<file path="config.mk">
export PLATFORM = sky130hd
export DESIGN_NAME = aes128_key_expand_seq_flat
export DESIGN_NICKNAME = d
export VERILOG_FILES = /design/src/rtl/aes128_key_expand_seq_if.sv /design/src/rtl/aes128_key_expand_seq.sv /design/src/flat_wrapper.sv
export SDC_FILE = /design/constraint.sdc
export NUM_CORES = 1
export LEC_CHECK = 0
export ABC_AREA = 1
export CAP_MARGIN = 20
export CORE_MARGIN = 8
export CORE_UTILIZATION = 47
export DETAILED_ROUTE_END_ITERATION = 8
export GPL_TIMING_DRIVEN = 1
export PLACE_DENSITY = 0.79
export SYNTH_ARGS = -nofsm -noshare
export SYNTH_HDL_FRONTEND = slang
export SYNTH_SLANG_ARGS = --single-unit
</file>
<file path="constraint.sdc">
create_clock -name clk -period 2.78 [get_ports clk]
set_clock_uncertainty 0.2 [all_clocks]
set_input_delay 0.695 -clock clk [delete_from_list [all_inputs] [get_ports clk]]
set_output_delay 0.695 -clock clk [all_outputs]
set_load 0.1 [all_outputs]
</file>
<file path="src/rtl/aes128_key_expand_seq_if.sv">
// Handshake bundle between the key-schedule block and its round-key consumer.
// AES_KS_REVERSE_EN adds the reverse request bit sampled alongside start.
interface aes128_key_expand_seq_if;
    logic         start;
    logic [127:0] cipher_key;
`ifdef AES_KS_REVERSE_EN
    logic         reverse;
`endif
    logic         rk_valid;
    logic         rk_ready;
    logic [127:0] round_key;
    logic [3:0]   round_idx;
    logic         busy;
    logic         done;

    modport master (
        output start,
        output cipher_key,
`ifdef AES_KS_REVERSE_EN
        output reverse,
`endif
        output rk_ready,
        input  rk_valid,
        input  round_key,
        input  round_idx,
        input  busy,
        input  done
    );

    modport slave (
        input  start,
        input  cipher_key,
`ifdef AES_KS_REVERSE_EN
        input  reverse,
`endif
        input  rk_ready,
        output rk_valid,
        output round_key,
        output round_idx,
        output busy,
        output done
    );
endinterface

</file>
<file path="src/rtl/aes128_key_expand_seq.sv">
// AES-128 key schedule, one shared S-box, round keys 0..10 over valid/ready.
// Define AES_KS_REVERSE_EN for the 11-entry store and 10-down-to-0 replay mode.
module aes128_key_expand_seq (
    input  logic                          clk,
    input  logic                          asy_reset,
    aes128_key_expand_seq_if.slave        ks
);

    typedef enum logic [3:0] {
        S_IDLE, S_EMIT, S_SUB0, S_SUB1, S_SUB2, S_SUB3, S_MIX
`ifdef AES_KS_REVERSE_EN
        , S_FILL, S_REPLAY
`endif
    } state_t;

    // Byte i of the table lives at bit offset 8*(255-i).
    localparam logic [2047:0] SBOX_TBL = {
        128'h637c777bf26b6fc53001672bfed7ab76, 128'hca82c97dfa5947f0add4a2af9ca472c0,
        128'hb7fd9326363ff7cc34a5e5f171d83115, 128'h04c723c31896059a071280e2eb27b275,
        128'h09832c1a1b6e5aa0523bd6b329e32f84, 128'h53d100ed20fcb15b6acbbe394a4c58cf,
        128'hd0efaafb434d338545f9027f503c9fa8, 128'h51a3408f929d38f5bcb6da2110fff3d2,
        128'hcd0c13ec5f974417c4a77e3d645d1973, 128'h60814fdc222a908846eeb814de5e0bdb,
        128'he0323a0a4906245cc2d3ac629195e479, 128'he7c8376d8dd54ea96c56f4ea657aae08,
        128'hba78252e1ca6b4c6e8dd741f4bbd8b8a, 128'h703eb5664803f60e613557b986c11d9e,
        128'he1f8981169d98e949b1e87e9ce5528df, 128'h8ca1890dbfe6426841992d0fb054bb16
    };

    state_t       state_q, state_d;
    logic [127:0] key_q, key_d;
    logic [31:0]  t_q, t_d;
    logic [3:0]   idx_q, idx_d;
    logic         done_q, done_d;

    logic [31:0]  rot, tr, w0n, w1n, w2n, w3n;
    logic [127:0] mix_w;
    logic [7:0]   sb_in, sb_out, rcon;

`ifdef AES_KS_REVERSE_EN
    logic         rev_q, rev_d;
    logic [127:0] store_q [11];
    logic         st_we;
    logic [3:0]   st_addr;
    logic [127:0] st_data;
`endif

    assign rot    = {key_q[23:0], key_q[31:24]};
    assign sb_out = SBOX_TBL[{~sb_in, 3'b000} +: 8];

    always_comb begin
        case (idx_q)
            4'd0:    rcon = 8'h01;
            4'd1:    rcon = 8'h02;
            4'd2:    rcon = 8'h04;
            4'd3:    rcon = 8'h08;
            4'd4:    rcon = 8'h10;
            4'd5:    rcon = 8'h20;
            4'd6:    rcon = 8'h40;
            4'd7:    rcon = 8'h80;
            4'd8:    rcon = 8'h1b;
            4'd9:    rcon = 8'h36;
            default: rcon = 8'h00;
        endcase
    end

    assign tr    = t_q ^ {rcon, 24'h0};
    assign w0n   = key_q[127:96] ^ tr;
    assign w1n   = key_q[95:64]  ^ w0n;
    assign w2n   = key_q[63:32]  ^ w1n;
    assign w3n   = key_q[31:0]   ^ w2n;
    assign mix_w = {w0n, w1n, w2n, w3n};

    always_comb begin
        state_d = state_q;
        key_d   = key_q;
        t_d     = t_q;
        idx_d   = idx_q;
        done_d  = 1'b0;
        sb_in   = rot[31:24];
`ifdef AES_KS_REVERSE_EN
        rev_d   = rev_q;
        st_we   = 1'b0;
        st_addr = idx_q;
        st_data = ks.cipher_key;
`endif
        case (state_q)
            S_IDLE: begin
                if (ks.start) begin
                    key_d   = ks.cipher_key;
                    idx_d   = '0;
                    state_d = S_EMIT;
`ifdef AES_KS_REVERSE_EN
                    rev_d   = ks.reverse;
                    if (ks.reverse) begin
                        st_we   = 1'b1;
                        st_addr = '0;
                        state_d = S_FILL;
                    end
`endif
                end
            end
            S_EMIT: begin
                if (ks.rk_ready) begin
                    if (idx_q == 4'd10) begin
                        state_d = S_IDLE;
                        done_d  = 1'b1;
                    end else begin
                        state_d = S_SUB0;
                    end
                end
            end
`ifdef AES_KS_REVERSE_EN
            // FILL doubles as SUB0 while generating into the store.
            S_SUB0, S_FILL: begin
`else
            S_SUB0: begin
`endif
                t_d[31:24] = sb_out;
                state_d    = S_SUB1;
            end
            S_SUB1: begin
                sb_in      = rot[23:16];
                t_d[23:16] = sb_out;
                state_d    = S_SUB2;
            end
            S_SUB2: begin
                sb_in      = rot[15:8];
                t_d[15:8]  = sb_out;
                state_d    = S_SUB3;
            end
            S_SUB3: begin
                sb_in      = rot[7:0];
                t_d[7:0]   = sb_out;
                state_d    = S_MIX;
            end
            S_MIX: begin
                key_d   = mix_w;
                idx_d   = idx_q + 4'd1;
                state_d = S_EMIT;
`ifdef AES_KS_REVERSE_EN
                if (rev_q) begin
                    st_we   = 1'b1;
                    st_addr = idx_q + 4'd1;
                    st_data = mix_w;
                    state_d = (idx_q == 4'd9) ? S_REPLAY : S_FILL;
                end
`endif
            end
`ifdef AES_KS_REVERSE_EN
            S_REPLAY: begin
                if (ks.rk_ready) begin
                    if (idx_q == 4'd0) begin
                        state_d = S_IDLE;
                        done_d  = 1'b1;
                    end else begin
                        idx_d = idx_q - 4'd1;
                    end
                end
            end
`endif
            default: state_d = S_IDLE;
        endcase
    end

    always_ff @(posedge clk or negedge asy_reset) begin
        if (!asy_reset) begin
            state_q <= S_IDLE;
            key_q   <= '0;
            t_q     <= '0;
            idx_q   <= '0;
            done_q  <= 1'b0;
        end else begin
            state_q <= state_d;
            key_q   <= key_d;
            t_q     <= t_d;
            idx_q   <= idx_d;
            done_q  <= done_d;
        end
    end

`ifdef AES_KS_REVERSE_EN
    always_ff @(posedge clk or negedge asy_reset) begin
        if (!asy_reset) begin
            rev_q <= 1'b0;
            for (int unsigned i = 0; i < 11; i++) store_q[i] <= '0;
        end else begin
            rev_q <= rev_d;
            if (st_we) store_q[st_addr] <= st_data;
        end
    end

    assign ks.rk_valid  = (state_q == S_EMIT) || (state_q == S_REPLAY);
    assign ks.round_key = (state_q == S_REPLAY) ? store_q[idx_q] : key_q;
`else
    assign ks.rk_valid  = (state_q == S_EMIT);
    assign ks.round_key = key_q;
`endif
    assign ks.round_idx = idx_q;
    assign ks.busy      = (state_q != S_IDLE);
    assign ks.done      = done_q;

endmodule

</file>
<file path="src/flat_wrapper.sv">
// flat-port wrapper written by rule: the top's interface ports become plain ports
module aes128_key_expand_seq_flat 
  (clk, asy_reset, ks_start, ks_cipher_key, ks_rk_ready, ks_rk_valid, ks_round_key, ks_round_idx, ks_busy, ks_done);
  aes128_key_expand_seq_if ks_i ();
  input  logic clk;
  input  logic asy_reset;
  input wire logic [$bits(ks_i.start)-1:0] ks_start;
  input wire logic [$bits(ks_i.cipher_key)-1:0] ks_cipher_key;
  input wire logic [$bits(ks_i.rk_ready)-1:0] ks_rk_ready;
  output wire logic [$bits(ks_i.rk_valid)-1:0] ks_rk_valid;
  output wire logic [$bits(ks_i.round_key)-1:0] ks_round_key;
  output wire logic [$bits(ks_i.round_idx)-1:0] ks_round_idx;
  output wire logic [$bits(ks_i.busy)-1:0] ks_busy;
  output wire logic [$bits(ks_i.done)-1:0] ks_done;
  assign ks_i.start = ks_start;
  assign ks_i.cipher_key = ks_cipher_key;
  assign ks_i.rk_ready = ks_rk_ready;
  assign ks_rk_valid = ks_i.rk_valid;
  assign ks_round_key = ks_i.round_key;
  assign ks_round_idx = ks_i.round_idx;
  assign ks_busy = ks_i.busy;
  assign ks_done = ks_i.done;
  aes128_key_expand_seq u_core (.clk(clk), .asy_reset(asy_reset), .ks(ks_i));
endmodule
</file>
## Yosys cells after proc, flatten, opt, wreduce, memory -nomap -nowiden

Memories as Yosys holds them, arrays and structs flattened.
Cells that the tools add are included.

| operators by class | value |
|---|---|
| shift operators | 1 |
| reduce and logical (&&, ||, !) cells | 5 |
| bitwise operators | 6 |
| add/sub/neg operators | 1 |
| equality and inequality tests | 9 |
| muxes and demuxes | 12 |

Operators by type and width:

| kind | count |
|---|---|
| $shiftx A2048 B12 Y8 const A | 1 |
| $pmux W128 S2 | 1 |
| $xor A32 B32 Y32 | 5 |
| $mux W128 | 1 |
| $pmux W4 S7 | 1 |
| $pmux W8 S3 | 1 |
| $eq A4 B3 Y1 const B | 3 |
| $mux W4 | 3 |
| $eq A4 B2 Y1 const B | 2 |
| $not A8 Y8 | 1 |
| $pmux W4 S2 | 1 |
| $add A4 B1 Y4 const B | 1 |
| $eq A4 B1 Y1 const B | 1 |
| $eq A4 B4 Y1 const B | 1 |
| $logic_not A4 Y1 | 1 |
| $ne A2 B2 Y1 const B | 2 |
| $reduce_and A2 Y1 | 2 |
| $reduce_bool A4 Y1 | 1 |
| $mux W1 | 3 |
| $mux W2 | 1 |
| $reduce_bool A2 Y1 | 1 |

| storage, ports and cells | value |
|---|---|
| bits in registers | 169 |
| memories | 1 |
| ROM bits | 128 |
| word-level logic and storage cells | 43 |

Memories:

| name | words | bits a word | rd ports | clocked after memory_dff | wr ports | RTL line | RTL |
|---|---|---|---|---|---|---|---|
| (name not given) | 16 | 8 | 1 | 0 | 0 | aes128_key_expand_seq.sv:50 | `case (idx_q)` |

## Logic depth before layout (Yosys ltp)

Gate-level depths: netlist (run 1).
An unclocked memory read counts as a cell.

| depth | value |
|---|---|
| depth after elaboration | 7 |
| gate-level depth with buffers | 20 |

## Worst setup path before layout (run 1)

Ideal clock, no wire load.

| timing path | value |
|---|---|
| path type | reg2reg |
| start point | register u_core.key_q[25] (netlist: u_core.ks.round_key[25]) |
| end point | register u_core.t_q[26] |
| data required time | 2.514 ns |
| setup time | 0.066 ns |
| clock period less this slack | 3.042 ns |
| slack | -0.262 ns |
| stages on the path, launching flop included | 15 |
| arrival time | 2.776 ns |
| cell sequence | dfrtp_1 -> nand4_1 -> nand4_1 -> ha_1 -> inv_1 -> nand3_1 -> nand3_1 -> nand3_1 -> nand2_1 -> nand2_1 -> nand3_1 -> nand3_1 -> nand2_1 -> nand2_1 -> nand2_1 |

| between the ends | value |
|---|---|
| longest elaborated chain between the ends | 3 |

RTL lines:

| element | RTL line | RTL |
|---|---|---|
| start: declaration | aes128_key_expand_seq.sv:29 | `logic [127:0] key_q, key_d;` |
| start signal: assignment | aes128_key_expand_seq.sv:173 | `key_q <= key_d;` |
| $pmux W8 S3 | aes128_key_expand_seq.sv:85 | `case (state_q)` |
| $not A8 Y8 | aes128_key_expand_seq.sv:47 | `assign sb_out = SBOX_TBL[{~sb_in, 3'b000} +: 8];` |
| $shiftx A2048 B12 Y8 | aes128_key_expand_seq.sv:47 |  |
| end signal: assignment | aes128_key_expand_seq.sv:174 | `t_q <= t_d;` |
| end: declaration | aes128_key_expand_seq.sv:30 | `logic [31:0] t_q, t_d;` |

No other way between the ends.
A chain may end at the register's enable or synchronous reset.

## Worst setup path in the final report (run 1)

| timing path | value |
|---|---|
| start point | register u_core.state_q[2] |
| end point | register u_core.t_q[1] |

| between the ends | value |
|---|---|
| longest elaborated chain between the ends | 4 |
| elaborated cells between the ends (all ways) | 6 |

RTL lines:

| element | RTL line | RTL |
|---|---|---|
| start: declaration | aes128_key_expand_seq.sv:28 | `state_t state_q, state_d;` |
| start signal: assignment | aes128_key_expand_seq.sv:172 | `state_q <= state_d;` |
| $eq A4 B3 Y1 or $eq A4 B2 Y1 (tied branches) | aes128_key_expand_seq.sv:85 |  |
| $pmux W8 S3 | aes128_key_expand_seq.sv:85 |  |
| $not A8 Y8 | aes128_key_expand_seq.sv:47 |  |
| $shiftx A2048 B12 Y8 | aes128_key_expand_seq.sv:47 |  |

Parallel ways exist; a longest one is shown, timed or not.

==> impl_metrics.yaml, run 1 <==
yosys:
  netlist_instances: 1648
  synthTopCellsByArea: "dfrtp_1 (36%), nand2_1 (16%), nand3_1 (14%), o21ai_0 (3.9%), o211ai_1 (3.8%)"
  synth_top_area_frac: 0.364
  yosys_warnings: 0
  avgSynthCellArea_sq_um: 7.01
  synthTopCellsByCount: "nand2_1 (492), nand3_1 (325), dfrtp_1 (168), inv_1 (99), o21ai_0 (89)"
  synth_edf_count: 0
  synth-seq-cells: 168
  syn_area_sq_um: 11600
  yosysTopAreaCell: "dfrtp_1"
  yosysUniqueCellTypes: 37
  ys.flop_type: "dfrtp_1"
  async_reset_ff_frac: 1.00
  yosysSeqAreaShare: 0.364
  synth_fp_nets: 1795
  synthMostInstantiatedCell: "nand2_1"
place:
  dp_cells: 2361
  detailed_place_hpwl_mm: 42.7
  gp_congestion: 1.05
  port_buffers: 266
worst_setup_path:
  cp_common_cell: "nand2_1"
  crit_path_start_kind: "flop"
  crit_buf_inv: 3
  reg2regPathDepth: 16
  reg2reg_setup_slack_ps: -290
  crit_slowest_cell: "dfrtp_1"
  path_cells: "inv_2 -> nand3_4 -> nand3_4 -> nand4_1 -> buf_4 -> ha_4 -> nand2_8 -> buf_12 -> nand2_1 -> nand3_1 -> nand3_2 -> nand3_1 -> nand3_2 -> nand2_4 -> nand2_1 -> nand2_1"
  cp_data_arrival_time_ps: 3190
  crit_family: "simple AND/OR/NAND/NOR gates"
  r2r_end: "u_core.t_q[1]"
  slowest_delay_ps: 440
  crit_type: "reg2reg"
  critPathCaptureType: "flop"
  path_max_fanout: 5
  crit_required_ps: 2910
  r2r_start: "u_core.state_q[2]"
drt:
  drt_iter0_drc: 2200
  drt_wl_total_mm: 64.3
  vias: 15541
  wire_per_inst_microns: 26.3
  ant_nets: 0
  routed_via_density: 6.35
  drc: 0
  drt_first_pass_iters: 7
die:
  initial_core_util: 0.477
  die_h_microns: 173
  fp-row-count: 57
  dieArea_sq_um: 29900
  die_w_microns: 173
  io_pins: 267
  core_area_sq_um: 24200
sta:
  hold_viol_final: 1
  max_freq_mhz: 326
  setup_slack_ps: -285
  slew_violations: 0
  setup_viol: 33
  relSlewSlack: 0.598
  holdWs_ps: -3.79
  worstMarginPinSlew_ps: 598
  finalCriticalPeriod_ps: 3070
  min_period_over_period: 1.10
  rsz0062_at_grt: "yes"
clocking:
  cts_tree: "built"
  cts_buffers: 17
  htreeDepth: 4
  clockRootBuffer: "clkbuf_16"
  cts_hold_buf: 0
  clk_pin_slew_ps: 90
  clockBufferDepth: 2
  insertion_delay_ps: 450
  cts.sinks: 168
final_layout:
  nFillCells: 1654
  final_nets: 2256
  antennaDiodeCount: 0
  drive_gt1_frac: 0.324
  seqCellArea_sq_um: 4220
  syn2layout_area_growth_pct: 59.3
  multi_input_area_sq_um: 7590
  final_util: 0.759
  fin_cells: 2446
run_status:
  run_status: "finished, violations left"
  violations: "negative hold slack, negative setup slack"
global_route:
  grt_overflow: 0
  grt_max_degree: 68
  grt_pass1_vias: 15176
  grt_pass1_wl_mm: 90.9
  antenna_found_initial: 1
  grt_util_all_layers: 0.387
flow_run:
  cap_violations: 0
min_path:
  hold_path.class: "in2async"
==> registers in the layout, summed over array words and instances, names as in the netlist <==
register / count
u_core.ks.done: 1
u_core.ks.round_idx: 4
u_core.ks.round_key: 128
u_core.state_q: 3
u_core.t_q: 32
==> through the flow <==
step                      worst slack, ps  hold slack (ps)  instance area (sq um)  TNS (ps)
after floorplan                      6.98              199                  11600         0
after global placement               -315              293                  15900     -7150
after detailed placement             -355              295                  15900     -8470
after CTS                           -18.4             15.5                  17300     -34.0
after global routing                 -336             44.3                  18400     -8400
final                                -285            -3.79                  18400     -6360
==> logic make-up after synthesis <==
kind of cell	synth area share
AO/OA/AOI/OAI	0.141
XOR/XNOR	0.0561
adder cells (fa/ha/maj)	0.0162
buffers and inverters	0.0789
flip-flops	0.364
AND/OR/NAND/NOR	0.344
==> cell type report <==
type	instances	area share
Timing Repair Buffer	540	0.279
Multi-Input combinational cell	1274	0.412
Inverter	108	0.0227
Tap cell	324	0.0220
Sequential cell	168	0.229
Clock inverter	15	0.0120
Clock buffer	17	0.0231
==> how the worst max path moves through the flow <==
stage | from | depth (start not counted) | slack (ps) | to
CTS | u_core.state_q[1] | 19 | -20 | u_core.t_q[8]
global placement | u_core.state_q[1] | 19 | -320 | u_core.t_q[25]
detailed placement | u_core.state_q[1] | 17 | -350 | u_core.t_q[4]
global route | u_core.state_q[0] | 16 | -340 | u_core.t_q[6]
floorplan | u_core.ks.round_key[9] | 14 | 7 | u_core.t_q[26]
finish | u_core.state_q[2] | 16 | -290 | u_core.t_q[1]
==> per-layer routing <==
| metal | vias up | part of all wire | GRT usage |
|---|---|---|---|
| li1 | 6480 | - | - |
| met1 | 7256 | 0.35 | 0.463 |
| met2 | 1423 | 0.44 | 0.612 |
| met3 | 380 | 0.12 | 0.106 |
| met4 | 2 | 0.081 | 0.243 |
| met5 | - | 0.00028 | 0 |
==> layout by cell type (no fill, tap or decap), types with 34 or more instances in the layout <==
cell / instances
nand3_2: 72
a21oi_1: 64
o21ai_0: 85
nor2_1: 49
buf_12: 34
nand3_1: 241
clkdlybuf4s50_1: 130
xor2_1: 45
buf_6: 38
inv_1: 89
nand2_1: 418
nand2_2: 54
o211ai_1: 59
buf_4: 326
dfrtp_1: 152
==> what timing repair did <==
| action | in CTS | in global routing |
|---|---|---|
| buffers inserted | 20 | 25 |
| pin swaps | 25 | 74 |
| setup endpoints to repair | 32 | 33 |
| cloned | 4 | 4 |
| resized for setup | 120 | 200 |
Power of run 1 is not shown: default switching activity piles up to over one toggle a cycle in this logic, so the estimate is an artifact.
==> run 2: changes to the inputs <==
--- a/config.mk
+++ b/config.mk
@@ -9,8 +9,8 @@
 export CAP_MARGIN = 20
 export CORE_MARGIN = 8
-export CORE_UTILIZATION = 47
+export CORE_UTILIZATION = 52
 export DETAILED_ROUTE_END_ITERATION = 8
 export GPL_TIMING_DRIVEN = 1
-export PLACE_DENSITY = 0.79
+export PLACE_DENSITY = 0.83
 export SYNTH_ARGS = -nofsm -noshare
 export SYNTH_HDL_FRONTEND = slang
==> constraint.sdc (replaced) <==
create_clock -name clk -period 3.24 [get_ports clk]
set_clock_uncertainty 0.2 [all_clocks]
set_input_delay 0.81 -clock clk [delete_from_list [all_inputs] [get_ports clk]]
set_output_delay 0.81 -clock clk [all_outputs]
set_load 0.05 [all_outputs]
==> run 2 against run 1 <==
Effect of this change: the flow now finishes without violations; via count down 8.6%; maximum frequency decreased by 2.4%; die area fell by 8.7%; register-to-register slack gained 380 ps; cell count decreased by 8.9%; global-route usage up 1.2 points; highest routed layer is now met4; setup slack better by 380 ps.
==> impl_metrics.yaml, run 2 (synthesis results as in run 1) <==
run_status:
  run_status: "completed"
sta:
  min_period_over_period: 0.970
  max_freq_mhz: 318
  hold_viol_final: 0
  worstMarginPinSlew_ps: 809
  relSlewSlack: 0.460
  setup_viol: 0
  slew_violations: 0
  finalCriticalPeriod_ps: 3140
  tns_ps: 0
worst_setup_path:
  crit_buf_inv: 3
  cp_common_cell: "nand2_1"
  crit_path_start_kind: "flop"
  reg2reg_setup_slack_ps: 100
  slowest_delay_ps: 460
  cp_data_arrival_time_ps: 3270
  path_max_fanout: 9
  path_cells: "inv_4 -> nand3_2 -> nand3_2 -> nand4_1 -> buf_4 -> ha_4 -> nand3_2 -> buf_4 -> nor2_2 -> nor2_1 -> nand2_1 -> nand3_1 -> nand3_1 -> nand3_1 -> nand2_1 -> nand2_1 -> nand2_1"
  critPathCaptureType: "flop"
  crit_family: "simple AND/OR/NAND/NOR gates"
  crit_slowest_cell: "dfrtp_2"
  crit_type: "reg2reg"
  crit_required_ps: 3370
place:
  gp_congestion: 1.06
  dp_cells: 2195
  detailed_place_hpwl_mm: 38.8
  port_buffers: 266
die:
  io_pins: 267
  initial_core_util: 0.530
  core_area_sq_um: 21800
  die_h_microns: 165
  dieArea_sq_um: 27300
  fp-row-count: 54
  die_w_microns: 165
flow_run:
  cap_violations: 0
drt:
  drt_first_pass_iters: 7
  drt_iter0_drc: 2017
  vias: 14202
  drc: 0
  routed_via_density: 6.37
  wire_per_inst_microns: 24.5
  drt_wl_total_mm: 54.7
  ant_nets: 0
final_layout:
  antennaDiodeCount: 0
  mostFrequentLayoutCells: "nand2_1 (481), nand3_1 (320), clkdlybuf4s50_1 (263)"
  final_nets: 2083
  syn2layout_area_growth_pct: 36.8
  nFillCells: 1609
  layout.cells.most_common: "nand2_1"
  drive_gt1_frac: 0.102
  largest_reg_flops: 128
  fin_cells: 2229
global_route:
  grt_overflow: 0
  grt_pass1_wl_mm: 83.0
  antenna_found_initial: 0
  grt_pass1_vias: 14122
  grt_util_all_layers: 0.399
  grt_max_degree: 78
clocking:
  insertion_delay_ps: 460
  cts_buffers: 17
  cts.sinks: 168
  htreeDepth: 4
  cts_hold_buf: 0
  clockBufferDepth: 2
  clockRootBuffer: "clkbuf_16"
  clk_pin_slew_ps: 90
  cts_tree: "built"
min_path:
  hold_path.class: "in2async"
==> run 2: path summary, 6_finish.rpt <==
check                                       start                      end  depth (start not counted)
max in group asynchronous               asy_reset   u_core.ks.round_idx[0]                          2
worst max register to register  u_core.state_q[2]           u_core.t_q[24]                         17
worst min register to register     u_core.t_q[30]           u_core.t_q[30]                          2
min in group clk                   u_core.t_q[30]           u_core.t_q[30]                          2
worst min-delay path                    asy_reset  u_core.ks.round_key[44]                          1
worst max-delay path            u_core.state_q[2]           u_core.t_q[24]                         17
==> run 2: metal layers <==
metal / GRT usage / wire, microns / vias up
li1: - / - / 6147
met1: 0.479 / 19700 / 6687
met2: 0.616 / 24700 / 1110
met3: 0.133 / 6790 / 258
met4: 0.239 / 3540 / 0
met5: 0 / 0 / -
==> run 2: worst reg2reg max path: stages (launching register included) <==
cell     delay, ps
dfrtp_2        460
inv_4          130
nand3_2        130
nand3_2        110
nand4_1        230
buf_4          230
ha_4           250
nand3_2         90
buf_4          220
nor2_2          70
nor2_1         160
nand2_1         70
nand3_1         90
nand3_1         80
nand3_1        130
nand2_1        170
nand2_1        130
nand2_1         70
==> run 2: cell type report <==
cell class	instances	area, sq um	area share
Clock buffer	18	439	0.0278
Sequential cell	168	4210	0.266
Tap cell	280	350	0.0221
Clock inverter	14	173	0.0109
Timing Repair Buffer	367	3630	0.230
Inverter	108	413	0.0261
Multi-Input combinational cell	1274	6600	0.417
==> run 2: timing repair <==
action / in CTS / in global routing
pin swaps: 0 / 3
gates resized for setup: 2 / 32
cloned: 0 / 0
setup endpoints to repair: 9 / 30
setup buffers: 0 / 2
endpoints found under the hold margin: 0 / 0
==> run 2: stage by stage <==
step | setup slack (ps) | hold WS [ps] | utilization | instance area, sq um
2_1_floorplan | 482 | 268 | - | 11600
6_report | 98.5 | 104 | 0.725 | 15800
3_3_place_gp | 84.7 | 295 | 0.690 | 15100
5_1_grt | -34.0 | 155 | 0.725 | 15800
4_1_cts | 58.3 | 129 | 0.718 | 15700
3_5_place_dp | 32.2 | 297 | 0.690 | 15100
Power of run 2 is left out for the same reason.
